**config.mk**
```make
export PLATFORM = sky130hd
export DESIGN_NAME = fb_write_arbiter
export DESIGN_NICKNAME = d
export VERILOG_FILES = /design/src/rtl/fb_write_arbiter.sv
export SDC_FILE = /design/constraint.sdc
export NUM_CORES = 1
export LEC_CHECK = 0
export BUFFER_PORTS_ARGS = -buffer_cell sky130_fd_sc_hd__buf_2
export CORE_ASPECT_RATIO = 0.5
export CORE_MARGIN = 2
export CORE_UTILIZATION = 47
export DETAILED_ROUTE_END_ITERATION = 7
export PLACE_DENSITY_LB_ADDON = 0.12
export SLEW_MARGIN = 30
export SYNTH_ARGS = -nofsm -noshare
export SYNTH_HDL_FRONTEND = slang
export SYNTH_SLANG_ARGS = --single-unit
```
**constraint.sdc**
```tcl
create_clock -name clk_25 -period 1.85 [get_ports clk_25]
set_clock_uncertainty 0.2 [all_clocks]
set_input_delay 0.0925 -clock clk_25 [delete_from_list [all_inputs] [get_ports clk_25]]
set_output_delay 0.0925 -clock clk_25 [all_outputs]
set_load 0.01 [all_outputs]
```
**src/rtl/fb_write_arbiter.sv**
```systemverilog
// rtl/fb_write_arbiter.sv - two-requester round-robin framebuffer write arbiter with full-frame clear sweep
// Registered write port; grants are combinational acknowledges accepted in the same cycle.
module fb_write_arbiter #(
  parameter int ADDR_WIDTH = 15,
  parameter int FB_SIZE    = 19200
) (
  input  logic                  clk_25,
  input  logic                  reset,
  input  logic                  req0,
  input  logic                  req1,
  input  logic [ADDR_WIDTH-1:0] addr0,
  input  logic [ADDR_WIDTH-1:0] addr1,
  input  logic                  pix0,
  input  logic                  pix1,
  output logic                  gnt0,
  output logic                  gnt1,
  input  logic                  clear_start,
  input  logic                  clear_value,
  output logic                  clear_busy,
  output logic                  clear_done,
  output logic                  range_err,
  output logic                  we,
  output logic [ADDR_WIDTH-1:0] write_addr,
  output logic                  pixel
);

  localparam logic [ADDR_WIDTH-1:0] LAST_ADDR = ADDR_WIDTH'(FB_SIZE - 1);
  localparam logic [ADDR_WIDTH:0]   SIZE_EXT  = (ADDR_WIDTH + 1)'(FB_SIZE);

  typedef enum logic {IDLE, CLEAR} state_t;

  state_t                  state_q, state_d;
  logic                    prio_q, prio_d;       // 1: requester 1 is favoured on a tie
  logic [ADDR_WIDTH-1:0]   cnt_q, cnt_d;
  logic                    clear_val_q, clear_val_d;
  logic                    we_q, we_d;
  logic [ADDR_WIDTH-1:0]   write_addr_q, write_addr_d;
  logic                    pixel_q, pixel_d;
  logic                    clear_done_q, clear_done_d;
  logic                    range_err_q, range_err_d;

  logic                    sel0, sel1;
  logic [ADDR_WIDTH-1:0]   g_addr;
  logic                    g_pix;

  always_comb begin
    sel1   = req1 && (!req0 || prio_q);
    sel0   = req0 && !sel1;
    g_addr = sel1 ? addr1 : addr0;
    g_pix  = sel1 ? pix1 : pix0;

    gnt0         = 1'b0;
    gnt1         = 1'b0;
    state_d      = state_q;
    prio_d       = prio_q;
    cnt_d        = cnt_q;
    clear_val_d  = clear_val_q;
    we_d         = 1'b0;
    write_addr_d = write_addr_q;
    pixel_d      = pixel_q;
    clear_done_d = 1'b0;
    range_err_d  = 1'b0;

    case (state_q)
      IDLE: begin
        if (clear_start) begin
          state_d     = CLEAR;
          clear_val_d = clear_value;
          cnt_d       = '0;
        end else if (!reset && (sel0 || sel1)) begin
          gnt0   = sel0;
          gnt1   = sel1;
          prio_d = sel0;
          // Out-of-range writes are consumed but never reach the framebuffer.
          if ({1'b0, g_addr} >= SIZE_EXT) begin
            range_err_d = 1'b1;
          end else begin
            we_d         = 1'b1;
            write_addr_d = g_addr;
            pixel_d      = g_pix;
          end
        end
      end
      CLEAR: begin
        we_d         = 1'b1;
        write_addr_d = cnt_q;
        pixel_d      = clear_val_q;
        if (cnt_q == LAST_ADDR) begin
          state_d      = IDLE;
          cnt_d        = '0;
          clear_done_d = 1'b1;
        end else begin
          cnt_d = cnt_q + 1'b1;
        end
      end
      default: state_d = IDLE;
    endcase
  end

  always_ff @(posedge clk_25) begin
    if (reset) begin
      state_q      <= IDLE;
      prio_q       <= 1'b0;
      cnt_q        <= '0;
      clear_val_q  <= 1'b0;
      we_q         <= 1'b0;
      write_addr_q <= '0;
      pixel_q      <= 1'b0;
      clear_done_q <= 1'b0;
      range_err_q  <= 1'b0;
    end else begin
      state_q      <= state_d;
      prio_q       <= prio_d;
      cnt_q        <= cnt_d;
      clear_val_q  <= clear_val_d;
      we_q         <= we_d;
      write_addr_q <= write_addr_d;
      pixel_q      <= pixel_d;
      clear_done_q <= clear_done_d;
      range_err_q  <= range_err_d;
    end
  end

  assign clear_busy = (state_q == CLEAR);
  assign clear_done = clear_done_q;
  assign range_err  = range_err_q;
  assign we         = we_q;
  assign write_addr = write_addr_q;
  assign pixel      = pixel_q;

endmodule

```
* After elaboration in Yosys (flattened, before gate mapping)
Cells that the tools add are included.
Storage, ports and cells: output and inout bits 22, memory bits (read-only) 0, word-level logic and storage cells 60, bits in latches 0, memory bits (writable) 0, register bits 37, input bits 38, memories 0
Operators by class: divide/modulo/power cells 0, $mul 0, $lt $le $gt $ge 1, reduce and logical (&&, ||, !) cells 13, mux-type cells 28, add/subtract/negate cells 1, equal/unequal tests 5, bitwise gates (word level) 3, shifts and indexed selects 0
Operator list (number):
- $mux W15 | 6
- $pmux W15 S2 | 2
- $mux W1 | 17
- $add A15 B1 Y15 const B | 1
- $eq A15 B15 Y1 const B | 1
- $ge A15 B15 Y1 const B | 1
- $ne A2 B2 Y1 const B | 4
- $pmux W1 S2 | 3
- $reduce_and A3 Y1 | 2
- $reduce_or A4 Y1 | 1
- $logic_and A1 B1 Y1 | 3
- $logic_not A1 Y1 | 3
- $not A1 Y1 | 3
- $logic_or A1 B1 Y1 | 2
- $reduce_and A2 Y1 | 1
- $reduce_or A2 Y1 | 1

* Logic depth before layout (Yosys ltp)
Gate-level depths: netlist (run 1).
depth after elaboration 10, gate-level depth with buffers 7, mapped depth without buffers 6

* Worst setup path after synthesis (run 1)
No wires, ideal clock.
path type register to register, start register cnt_q[0], end register cnt_q[4], arrival time 1.514 ns, stages on the path, launching flop included 7, path slack 0.020 ns, path buffers 1, required time 1.533 ns, setup time 0.117 ns, clock period less this slack 1.830 ns, cells stage by stage dfxtp_1 -> ha_1 -> nand3_2 -> nor3_4 -> a21oi_4 -> buf_2 -> a22o_1
On the way: word-level cells in the longest chain between the ends 3, elaborated cells on any way between the ends 4, those cells by class 1 x add/sub; 1 x eq/ne; 2 x mux
RTL lines:
- start: declaration | line 34 | logic [ADDR_WIDTH-1:0] cnt_q, cnt_d;
- start signal: assignment | line 114 | cnt_q <= cnt_d;
- $add A15 B1 Y15 / $eq A15 B15 Y1 (equally long branches) | line 93, 88
- $mux W15 * | line 88 | if (cnt_q == LAST_ADDR) begin
- $pmux W15 S2 * | line 64 | case (state_q)
Every way passes the cells marked *; elsewhere a longest branch is shown, timed or not. A chain may end at the register's enable or synchronous reset.

* Final worst setup path (run 1)
start input port addr0[14], end register write_addr_q[14], in the netlist write_addr[14]
On the way: word-level cells in the longest chain between the ends 5, elaborated cells on any way between the ends 8, those cells by class 1 x order compare; 1 x eq/ne; 5 x mux; 1 x reduce/logical
RTL lines:
- start: declaration | line 11 | input logic [ADDR_WIDTH-1:0] addr0,
- $mux W15 * | line 49 | g_addr = sel1 ? addr1 : addr0;
- branches (longest 4 deep; another with $ge A15 B15 Y1)
- end signal: assignment | line 117 | write_addr_q <= write_addr_d;
- end: declaration | line 37 | logic [ADDR_WIDTH-1:0] write_addr_q, write_addr_d;
Mark *: on every way between the ends. The select of a mux whose other input is x is not followed.

==> results of run 1 <==
==> Yosys cell counts (4+ instances only) <==
library cell,n,area share [%]
a31oi_1,8,2.4
o221ai_1,15,6.3
dfxtp_1,37,35
a22o_1,7,2.9
nand2_1,30,5.4
xnor2_1,4,1.7
nor3b_1,16,5.7
nand2b_1,18,5.4
nor2_1,14,2.5
o211ai_1,15,5.4
a21oi_1,7,1.7
nand3_1,5,1.2
o21ai_0,23,5.5
clkbuf_1,11,2.0
==> how the worst min path moves through the flow <==
stage / start / endpoint / slack (ns) / cells after the start
6_report: addr1[2] / write_addr[2] / -0.01 / 3
5_1_grt: addr1[2] / write_addr[2] / 0.03 / 3
4_1_cts: addr0[12] / range_err / 0.0006 / 3
3_5_place_dp: clear_value / clear_val_q / 0.15 / 3
3_3_place_gp: clear_value / clear_val_q / 0.13 / 3
2_1_floorplan: addr1[14] / range_err / 0.02 / 2
==> kinds of logic after synthesis <==
kind of cell	Yosys count	share of synthesized area, %
xor gates and xnor gates	4	1.67
and+or+nand+nor	104	27.7
buffers and inverters	21	4.65
muxes	1	0.715
adders and majority gates	1	0.596
DFF	37	35.3
AOI/OAI and AO/OA	87	29.3
==> worst register-to-register path, cell delays in order, from the launching register on <==
cell and delay [ns]:
dfxtp_1 0.32, nor4b_1 0.30, and4b_1 0.33, a21oi_4 0.13, buf_6 0.16, a41oi_1 0.20, a31oi_1 0.05
==> state kept, by name, summed over array words and instances (netlist names) <==
signal	count
clear_busy	1
clear_done	1
clear_val_q	1
cnt_q	15
pixel	1
prio_q	1
range_err	1
we	1
write_addr	15
==> repair_timing <==
action | in CTS | in global routing
endpoints found under the hold margin | 14 | 0
resized for setup | 4 | 23
hold buffers | 16 | 0
setup endpoints to repair | 10 | 22
pin swaps | 1 | 2
setup buffers | 0 | 7
==> power by group through the flow <==
stage	sequential (mW)	clock (mW)	combinational [mW]
floorplan	0.857	0	0.160
global placement	0.849	0	0.287
detailed placement	0.851	0	0.290
CTS	0.832	0.598	0.320
global route	0.839	0.626	0.379
finish	0.836	0.589	0.350
==> cell type report <==
class	instances	area, sq um	share of cell area, %
clock buffer	7	86.3	2.89
inverter	3	11.3	0.377
multi-input combinational	197	1330	44.5
sequential	37	744	24.9
tap	57	71.3	2.39
timing repair buffer	111	744	24.9
==> layer usage <==
| layer | routed length [um] | up-vias | track usage, % |
|---|---|---|---|
| met1 | 3210 | 1066 | 38.5 |
| met4 | 63 | 0 | 7.99 |
| met5 | 0 | - | 0 |
| met2 | 2890 | 104 | 39.3 |
| li1 | - | 1152 | - |
| met3 | 540 | 7 | 6.29 |
==> metrics.md, run 1 <==
| Metric | Value |
|---|---|
| Setup violators final | 0 |
| Rel. slew slack | 59.4% |
| CTS Root Cell | clkbuf_8 |
| Max-slew violations | 0 |
| Critical path depth in cells | 7 |
| Level count of the clock H-tree | 2 |
| Pwr dens | 594 mW/mm^2 |
| Top delay family on crit path | buffers and inverters |
| Worst Path Class, Setup | input port to register |
| Maximum VDD drop | 378 uV |
| CTS buffer count | 5 |
| Post-DP HPWL | 4780 um |
| Layout area overhead | 42.3% |
| Biggest cell delay along the critical path | 0.53 ns |
| Slowest CP cell | dlygate4sd3_1 |
| Final std cells w/o fill | 412 |
| Vias per inst | 5.65 |
| 1st-pass router iterations | 4 |
| Async S/R FF share, synth | 0% |
| Clock Path Buffers | 2 |
| RSZ-0062 raised after global routing | true |
| RR Startpoint | cnt_q[12] |
| Share of layout cells above drive strength 1 | 34.1% |
| Pwr Total | 1.77 mW |
| Routed wire length | 6710 um |
| Reg2reg setup slack | 0.05 ns |
| Fin. Hold Viols | 1 |
| Vias in the first global route | 2,074 |
| Outcome | finished with violations |
| Comb power frac | 19.7% |
| Drt wl/cell | 16.3 um |
| Largest net degree at the start of global routing | 32 |
| Worst EP arrival | 1.79 ns |
| Fmax | 556 MHz |
| Die ar. | 0.00505 sq mm |
| CP Capture Point | write_addr[14] |
| TritonCTS clock tree | built |
| Crit path max fanout | 6 |
| Syn_nets | 294 |
| Filler cells | 339 |
| Site Rows | 17 |
| Sequential-to-total area share from yosys stat | 35.3% |
| # diodes | 0 |
| Failing checks | negative hold slack |
| I/O pin cnt | 60 |
| Layout Nets | 394 |
| Clock Power Share | 33.2% |
| Commonest non-fill, non-tap cells in the layout | 59 x buf_2, 34 x dfxtp_1, 32 x buf_4 |
| Average size of a mapped cell | 8.23 sq um |
| Final core occ | 68.8% |
| Synth Instances | 255 |
| Post-route cell area | 0.00299 sq mm |
| Int Pwr | 1.28 mW |
| Die Y | 51.2 um |
| Initial Utilization | 48.4% |
| Flop pwr share | 47.1% |
| Synth cell types | 48 |
| Switching share of power | 28.0% |
| Total congestion overflow | 0 |
| Core area | 0.00434 sq mm |
| Period utilization | 97.3% |
| Warnings, synthesis | 0 |
| Post-placement cell count | 382 |
| Worst Setup SP | addr0[14] |
| Drt initial violations | 135 |
| Worst reg2reg path depth | 6 |
| Tmin final | 1.80 ns |
| Crit-path cells | dlygate4sd3_1, buf_2, o21ai_0, o21ai_1, mux2_4, or2_4, a2111oi_2 |
| Net switching power | 0.496 mW |
| Crit path capture type | register |
| Antenna viol nets, final | 0 |
| Setup TNS | 0 ns |
| #FFs+latches synth | 37 |
| RD Place Congestion | 0.898 |
| DIE WIDTH | 98.5 um |
| Placed cell area | 0.00260 sq mm |
| Worst path required time | 1.84 ns |
| Total of max-cap violations | 0 |
| CTS clk-pin slew, worst paths | 0.07 ns |
| Setup crit start kind | input port |
| EDFF count, synth | 0 |
| Leak Pwr | 1.23 nW |
| Post-placement setup slack | -0.106 ns |
| IO Port Bufs | 59 |
| Dominant synthesized flop cell | dfxtp_1 |
| Min Hold Slack | -0.0145 ns |
| Hold Path Class | input port to register |
| Initial antenna violation count | 0 |
| First-pass GRT wire length | 10,400 um |
| Vias | 2,329 |
| Synthesized cell area | 0.00210 sq mm |
| Worst r2r dst | cnt_q[14] |
| Clock latency on the worst-skew pair | 0.29 ns |
| Commonest non-fill, non-tap cell in the layout | buf_2 |
| GRT Util Overall | 26.6% |
| Number of clock sinks | 37 |
| # DRC | 0 |
| Worst setup margin | 0.0502 ns |
| Worst Max-Slew Pin Slew | 0.609 ns |
| Buf/Inv on CP | 2 |
Note: power is estimated with default switching activity, not from simulation.
==> run 2, diff against run 1 <==
--- a/config.mk
+++ b/config.mk
@@ -6,11 +6,12 @@
 export NUM_CORES = 1
 export LEC_CHECK = 0
 export BUFFER_PORTS_ARGS = -buffer_cell sky130_fd_sc_hd__buf_2
-export CORE_ASPECT_RATIO = 0.5
+export CORE_ASPECT_RATIO = 1.75
 export CORE_MARGIN = 2
 export CORE_UTILIZATION = 47
 export DETAILED_ROUTE_END_ITERATION = 7
 export PLACE_DENSITY_LB_ADDON = 0.12
+export SETUP_SLACK_MARGIN = 0.5
 export SLEW_MARGIN = 30
 export SYNTH_ARGS = -nofsm -noshare
 export SYNTH_HDL_FRONTEND = slang
==> run 2 against run 1 <==
Net effect:
- the flow now finishes without violations
- final area rose by 16%
- register-to-register slack better by 0.05 ns
- clock-buffer cell count unchanged
- critical path type is now register to register
==> metrics.md, run 2 (same netlist as run 1, synthesis figures left out) <==
| Metric | Value |
|---|---|
| 1st-pass router iterations | 4 (unchanged) |
| Commonest non-fill, non-tap cells in the layout | 59 x buf_2, 28 x nand2_1, 28 x buf_4 |
| GRT Util Overall | 29.8% (+3.2 points) |
| DIE WIDTH | 54.5 um (-45%) |
| CTS buffer count | 5 (unchanged) |
| Hold Path Class | input port to register |
| # diodes | 0 (unchanged) |
| Core area | 0.00436 sq mm (+0.58%) |
| Min Hold Slack | 0.0135 ns (+0.0280 ns) |
| Die Y | 92.4 um (+80%) |
| Tmin final | 1.75 ns (-0.0451 ns) |
| Reg2reg setup slack | 0.1 ns (+0.05 ns) |
| Level count of the clock H-tree | 2 (unchanged) |
| RD Place Congestion | 0.825 (-8.1%) |
| RSZ-0062 raised after global routing | true |
| Layout area overhead | 65.3% |
| Maximum VDD drop | 612 uV (+62%) |
| Antenna viol nets, final | 0 (unchanged) |
| WHS Endpoint | write_addr[5] |
| Worst Max-Slew Pin Slew | 0.791 ns (+0.182 ns) |
| Rel. slew slack | 46.9% (-12 points) |
| Pwr Total | 2.01 mW (+13%) |
| Met1 Use GR | 32.2% (-6.3 points) |
| Vias in the first global route | 2,328 (+12%) |
| Pwr dens | 579 mW/mm^2 (-2.6%) |
| Hold path start | reset |
| Most used routing layer | met2 |
| Met3 usage | 4.03% (-2.3 points) |
| Worst EP arrival | 1.75 ns (-0.04 ns) |
| Number of clock sinks | 37 (unchanged) |
| Crit-path cells | o21ai_4, mux2_4, or2_4, buf_12, o221ai_1 |
| Biggest cell delay along the critical path | 0.34 ns (-0.19 ns) |
| Crit path max fanout | 5 (-1) |
| Post-placement setup slack | -0.0456 ns (+0.0604 ns) |
| I/O pin cnt | 60 (unchanged) |
| CTS clk-pin slew, worst paths | 0.08 ns (about the same) |
| Grt met2 use | 54.6% (+15 points) |
| Period utilization | 94.8% (-2.4 points) |
| RR Startpoint | prio_q |
| Drt wl/cell | 19.2 um (+18%) |
| Drt initial violations | 73 (-46%) |
| Clock latency on the worst-skew pair | 0.29 ns (about the same) |
| Initial Utilization | 48.1% (-0.28 points) |
| Post-DP HPWL | 4670 um (-2.3%) |
| Max-slew violations | 0 (unchanged) |
| Clock Path Buffers | 2 (unchanged) |
| Routed wire length | 8030 um (+20%) |
| Crit path capture type | register |
| Outcome | finished clean |
| Commonest non-fill, non-tap cell in the layout | buf_2 |
| Leak Pwr | 1.41 nW (+14%) |
| Largest net degree at the start of global routing | 32 (unchanged) |
| Worst r2r dst | write_addr[4] |
| Vias per inst | 6.10 (+7.8%) |
| # DRC | 0 (unchanged) |
| Filler cells | 285 (-16%) |
| Die ar. | 0.00504 sq mm (-0.22%) |
| TritonCTS clock tree | built |
| Fmax | 570 MHz (+2.6%) |
| Hold Path Stages | 2 (-1) |
| Worst path required time | 1.85 ns (about the same) |
| Share of layout cells above drive strength 1 | 45.9% (+12 points) |
| Fin. Hold Viols | 0 (-1) |
| Setup crit start kind | register |
| Initial antenna violation count | 0 (unchanged) |
| IO Port Bufs | 59 (unchanged) |
| First-pass GRT wire length | 11,000 um (+6.0%) |
| Layout Nets | 406 (+3.0%) |
| Worst Path Class, Setup | register to register |
| Slowest CP cell | dfxtp_2 |
| CTS Root Cell | clkbuf_8 |
| Total of max-cap violations | 0 (unchanged) |
| Worst reg2reg path depth | 5 (-1) |
| Setup violators final | 0 (unchanged) |
| Vias | 2,554 (+9.7%) |
| Site Rows | 32 (+15) |
| Total congestion overflow | 0 (unchanged) |
| Worst setup margin | 0.0953 ns (+0.0451 ns) |
## run 2: cell count changes in the layout (fill, tap and decap cells not counted), moves of 4 or more
cell | before | now
buf_4 | 32 | 28
buf_6 | 3 | 10
dfxtp_1 | 34 | 27
dfxtp_4 | 0 | 6
nor2_1 | 13 | 9
o21ai_0 | 19 | 11
o21ai_1 | 5 | 13
o221ai_1 | 12 | 5
o221ai_2 | 3 | 10
## run 2: what timing repair did
action                                  in CTS  in global routing
hold endpoints to repair                    18                  0
endpoints found under the setup margin      40                 40
cloned                                       0                  3
setup buffers                               12                  5
resized for setup                           38                 34
pin swaps                                   12                 15
hold buffers                                19                  0
## run 2: area by class of cell
type,count,area [sq um],share of cell area (%)
well taps,51,63.8,1.84
repair buffers,123,958,27.6
inverters,3,15.0,0.433
clock buffers,7,86.3,2.49
flip-flops and latches,37,768,22.2
multi-input cells,197,1550,44.6
clock inverters,1,30.0,0.866
## run 2: worst max-delay path: cells and delay by family, from the launching register on
family | cells | cell delay, ns
AOI/OAI and AO/OA | 2 | 0.36
buffers and inverters | 1 | 0.15
DFF | 1 | 0.34
muxes | 1 | 0.33
and+or+nand+nor | 1 | 0.28
## run 2: worst max path at each step
stage,from,endpoint,cells past startpoint
2_1_floorplan,prio_q,write_addr[14],5
3_3_place_gp,prio_q,write_addr[14],6
3_5_place_dp,prio_q,write_addr[14],6
4_1_cts,prio_q,write_addr[4],5
5_1_grt,prio_q,write_addr[4],5
6_report,prio_q,write_addr[4],5
## run 2: stage by stage
step | instance area, sq um | util (%) | instances | TNS, ns
2_1_floorplan | 2240 | - | 255 | 0
3_3_place_gp | 2690 | 61.6 | 372 | -0.0612
3_5_place_dp | 2690 | 61.6 | 372 | -0.132
4_1_cts | 3210 | 73.7 | 411 | 0
5_1_grt | 3470 | 79.5 | 419 | 0
6_report | 3470 | 79.5 | 419 | 0
## run 2: power by group
group	switching (mW)	internal [mW]	leakage, nW
clock network	0.295	0.440	0.0585
logic	0.228	0.212	1.05
registers	0.0184	0.814	0.306
## run 2: routing by layer
layer | wire length [um] | part of all wire, % | vias up
li1 | - | - | 1184
met5 | 0 | 0 | -
met4 | 401 | 5.0 | 0
met2 | 4450 | 55 | 95
met1 | 2780 | 35 | 1250
met3 | 398 | 5.0 | 25
==> run 3, diff against run 2 <==
--- a/config.mk
+++ b/config.mk
@@ -9,6 +9,7 @@
 export CORE_ASPECT_RATIO = 1.75
 export CORE_MARGIN = 2
 export CORE_UTILIZATION = 47
+export CTS_CLUSTER_DIAMETER = 100
 export DETAILED_ROUTE_END_ITERATION = 7
 export PLACE_DENSITY_LB_ADDON = 0.12
 export SETUP_SLACK_MARGIN = 0.5
==> constraint.sdc (replaced) <==
create_clock -name clk_25 -period 1.85 [get_ports clk_25]
set_clock_uncertainty 0.2 [all_clocks]
set_input_delay 0.185 -clock clk_25 [delete_from_list [all_inputs] [get_ports clk_25]]
set_output_delay 0.185 -clock clk_25 [all_outputs]
set_load 0.01 [all_outputs]
==> run 3 against run 2 <==
Net effect:
- hold slack worse by 0.012 ns
- core utilization is 0.17 points higher
- critical path depth is 2 higher
- first-iteration DRC count is 21% lower
==> metrics.md, run 3 (same netlist as run 1, synthesis figures left out) <==
| Metric | Value |
|---|---|
| Final core occ | 79.6% (+0.17 points) |
| GRT Util Overall | 29.7% (-0.086 points) |
| I/O pin cnt | 60 (unchanged) |
| RD Place Congestion | 0.838 (+1.6%) |
| Vias per inst | 5.95 (-2.4%) |
| Layout Nets | 402 (-0.99%) |
| Setup crit start kind | register |
| Worst Path Class, Setup | register to register |
| Outcome | finished clean |
| Total congestion overflow | 0 (unchanged) |
| CTS buffer count | 5 (unchanged) |
| IO Port Bufs | 59 (unchanged) |
| Max-slew violations | 0 (unchanged) |
| # diodes | 0 (unchanged) |
| Post-placement cell count | 373 (+0.27%) |
| Period utilization | 93.6% (-1.2 points) |
| Largest net degree at the start of global routing | 26 (-19%) |
| CTS clk-pin slew, worst paths | 0.08 ns (about the same) |
| Tmin final | 1.73 ns (-0.0227 ns) |
| Share of layout cells above drive strength 1 | 53.0% (+7.1 points) |
| Site Rows | 32 (unchanged) |
| Antenna viol nets, final | 0 (unchanged) |
| Initial antenna violation count | 0 (unchanged) |
| Commonest non-fill, non-tap cells in the layout | 59 x buf_2, 32 x buf_4, 27 x nand2_1 |
| Clock latency on the worst-skew pair | 0.29 ns (about the same) |
| Maximum VDD drop | 472 uV (-23%) |
| Buf/Inv on CP | 1 (unchanged) |
| RSZ-0062 raised after global routing | true |
| DIE WIDTH | 54.5 um (unchanged) |
| Crit path max fanout | 6 (+1) |
| 1st-pass router iterations | 4 (unchanged) |
| Pwr dens | 548 mW/mm^2 (-5.3%) |
| Die Y | 92.4 um (unchanged) |
| Vias | 2,468 (-3.4%) |
| Crit path capture type | register |
| Leak Pwr | 1.42 nW (+0.83%) |
| # DRC | 0 (unchanged) |
| Core area | 0.00436 sq mm (unchanged) |
| Total of max-cap violations | 0 (unchanged) |
| Rel. slew slack | 77.5% (+31 points) |
| Post-DP HPWL | 4550 um (-2.6%) |
| Drt initial violations | 58 (-21%) |
| Fmax | 577 MHz (+1.3%) |
| Crit-path cells | ha_4, nand3_4, nor3_4, a21oi_4, buf_6, a31oi_1, a31oi_1 |
| Critical Path Most Common Cell | a31oi_1 |
| Filler cells | 282 (-1.1%) |
| CTS Root Cell | clkbuf_8 |
| Top delay family on crit path | flip-flops |
| Fin. Hold Viols | 0 (unchanged) |
| Worst EP arrival | 1.71 ns (-0.04 ns) |
| Routed wire length | 7520 um (-6.4%) |
| Biggest cell delay along the critical path | 0.38 ns (+0.04 ns) |
| Clock Path Buffers | 2 (unchanged) |
| Die ar. | 0.00504 sq mm (unchanged) |
| First-pass GRT wire length | 11,100 um (+0.95%) |
| Initial Utilization | 48.1% (unchanged) |
| Hold Path Class | input port to register |
| TritonCTS clock tree | built |
| Setup TNS | 0 ns (unchanged) |
| Level count of the clock H-tree | 2 (unchanged) |
| Drt wl/cell | 18.1 um (-5.5%) |
| Layout area overhead | 65.7% |
| Final std cells w/o fill | 415 (-0.95%) |
| Worst path required time | 1.82 ns (-0.03 ns) |
| Vias in the first global route | 2,362 (+1.5%) |
| Commonest non-fill, non-tap cell in the layout | buf_2 |
| Worst Max-Slew Pin Slew | 0.337 ns (-0.453 ns) |
| Slowest CP cell | dfxtp_4 |
| Setup violators final | 0 (unchanged) |
| Number of clock sinks | 37 (unchanged) |
==> run 3: changes by cell type in the layout (fill, tap and decap cells not counted), sizes merged <==
cell / delta
dlygate4sd3: -17
bufinv: -1
buf: +13
bufbuf: +1
==> run 3: worst min-delay path, cell delays in order <==
cell      delay [ns]
buf_2           0.14
o311ai_4        0.07
a21oi_1         0.06
==> run 3: power breakdown <==
group / internal, mW / switching [mW]
clock network: 0.304 / 0.291
registers: 0.816 / 0.0170
logic: 0.235 / 0.242
==> run 3: worst paths after layout <==
check        slack, ns  cells past startpoint        end        start
max reg2reg       0.12                      7   cnt_q[5]     cnt_q[1]
max               0.12                      7   cnt_q[5]     cnt_q[1]
min reg2reg       0.32                      2      pixel  clear_val_q
min              0.002                      3  range_err    addr0[14]
==> run 3: what timing repair did <==
action / in CTS / in global routing
setup buffers: 20 / 6
resized for setup: 67 / 22
endpoints found under the setup margin: 39 / 40
hold buffers: 2 / 0
hold endpoints to repair: 2 / 0
cloned: 3 / 3
pin swaps: 18 / 8
==> run 3: through the flow <==
step	setup slack, ns	power [mW]	cell area (sq um)	hold slack (ns)
6_report	0.118	1.91	3480	0.00151
3_5_place_dp	-0.00561	1.16	2710	0.252
2_1_floorplan	0.0996	1.04	2250	0.117
5_1_grt	0.0694	1.98	3480	0.000296
4_1_cts	0.139	1.84	3250	0.0263
3_3_place_gp	0.0192	1.16	2710	0.239
==> run 3: layout make-up <==
cell class / instances / area, sq um / area share [%]
Timing Repair Buffer: 119 / 943 / 27.1
Clock buffer: 8 / 90.1 / 2.59
Sequential cell: 37 / 766 / 22.0
Tap cell: 51 / 63.8 / 1.84
Inverter: 3 / 15.0 / 0.432
Multi-Input combinational cell: 197 / 1600 / 46.0
==> run 3: layer usage <==
layer | GRT usage (%) | vias up | wire length, um
li1 | - | 1182 | -
met1 | 31.7 | 1196 | 2710
met2 | 54.1 | 68 | 4300
met5 | 0 | - | 0
met4 | 13.1 | 0 | 281
met3 | 4.03 | 22 | 236
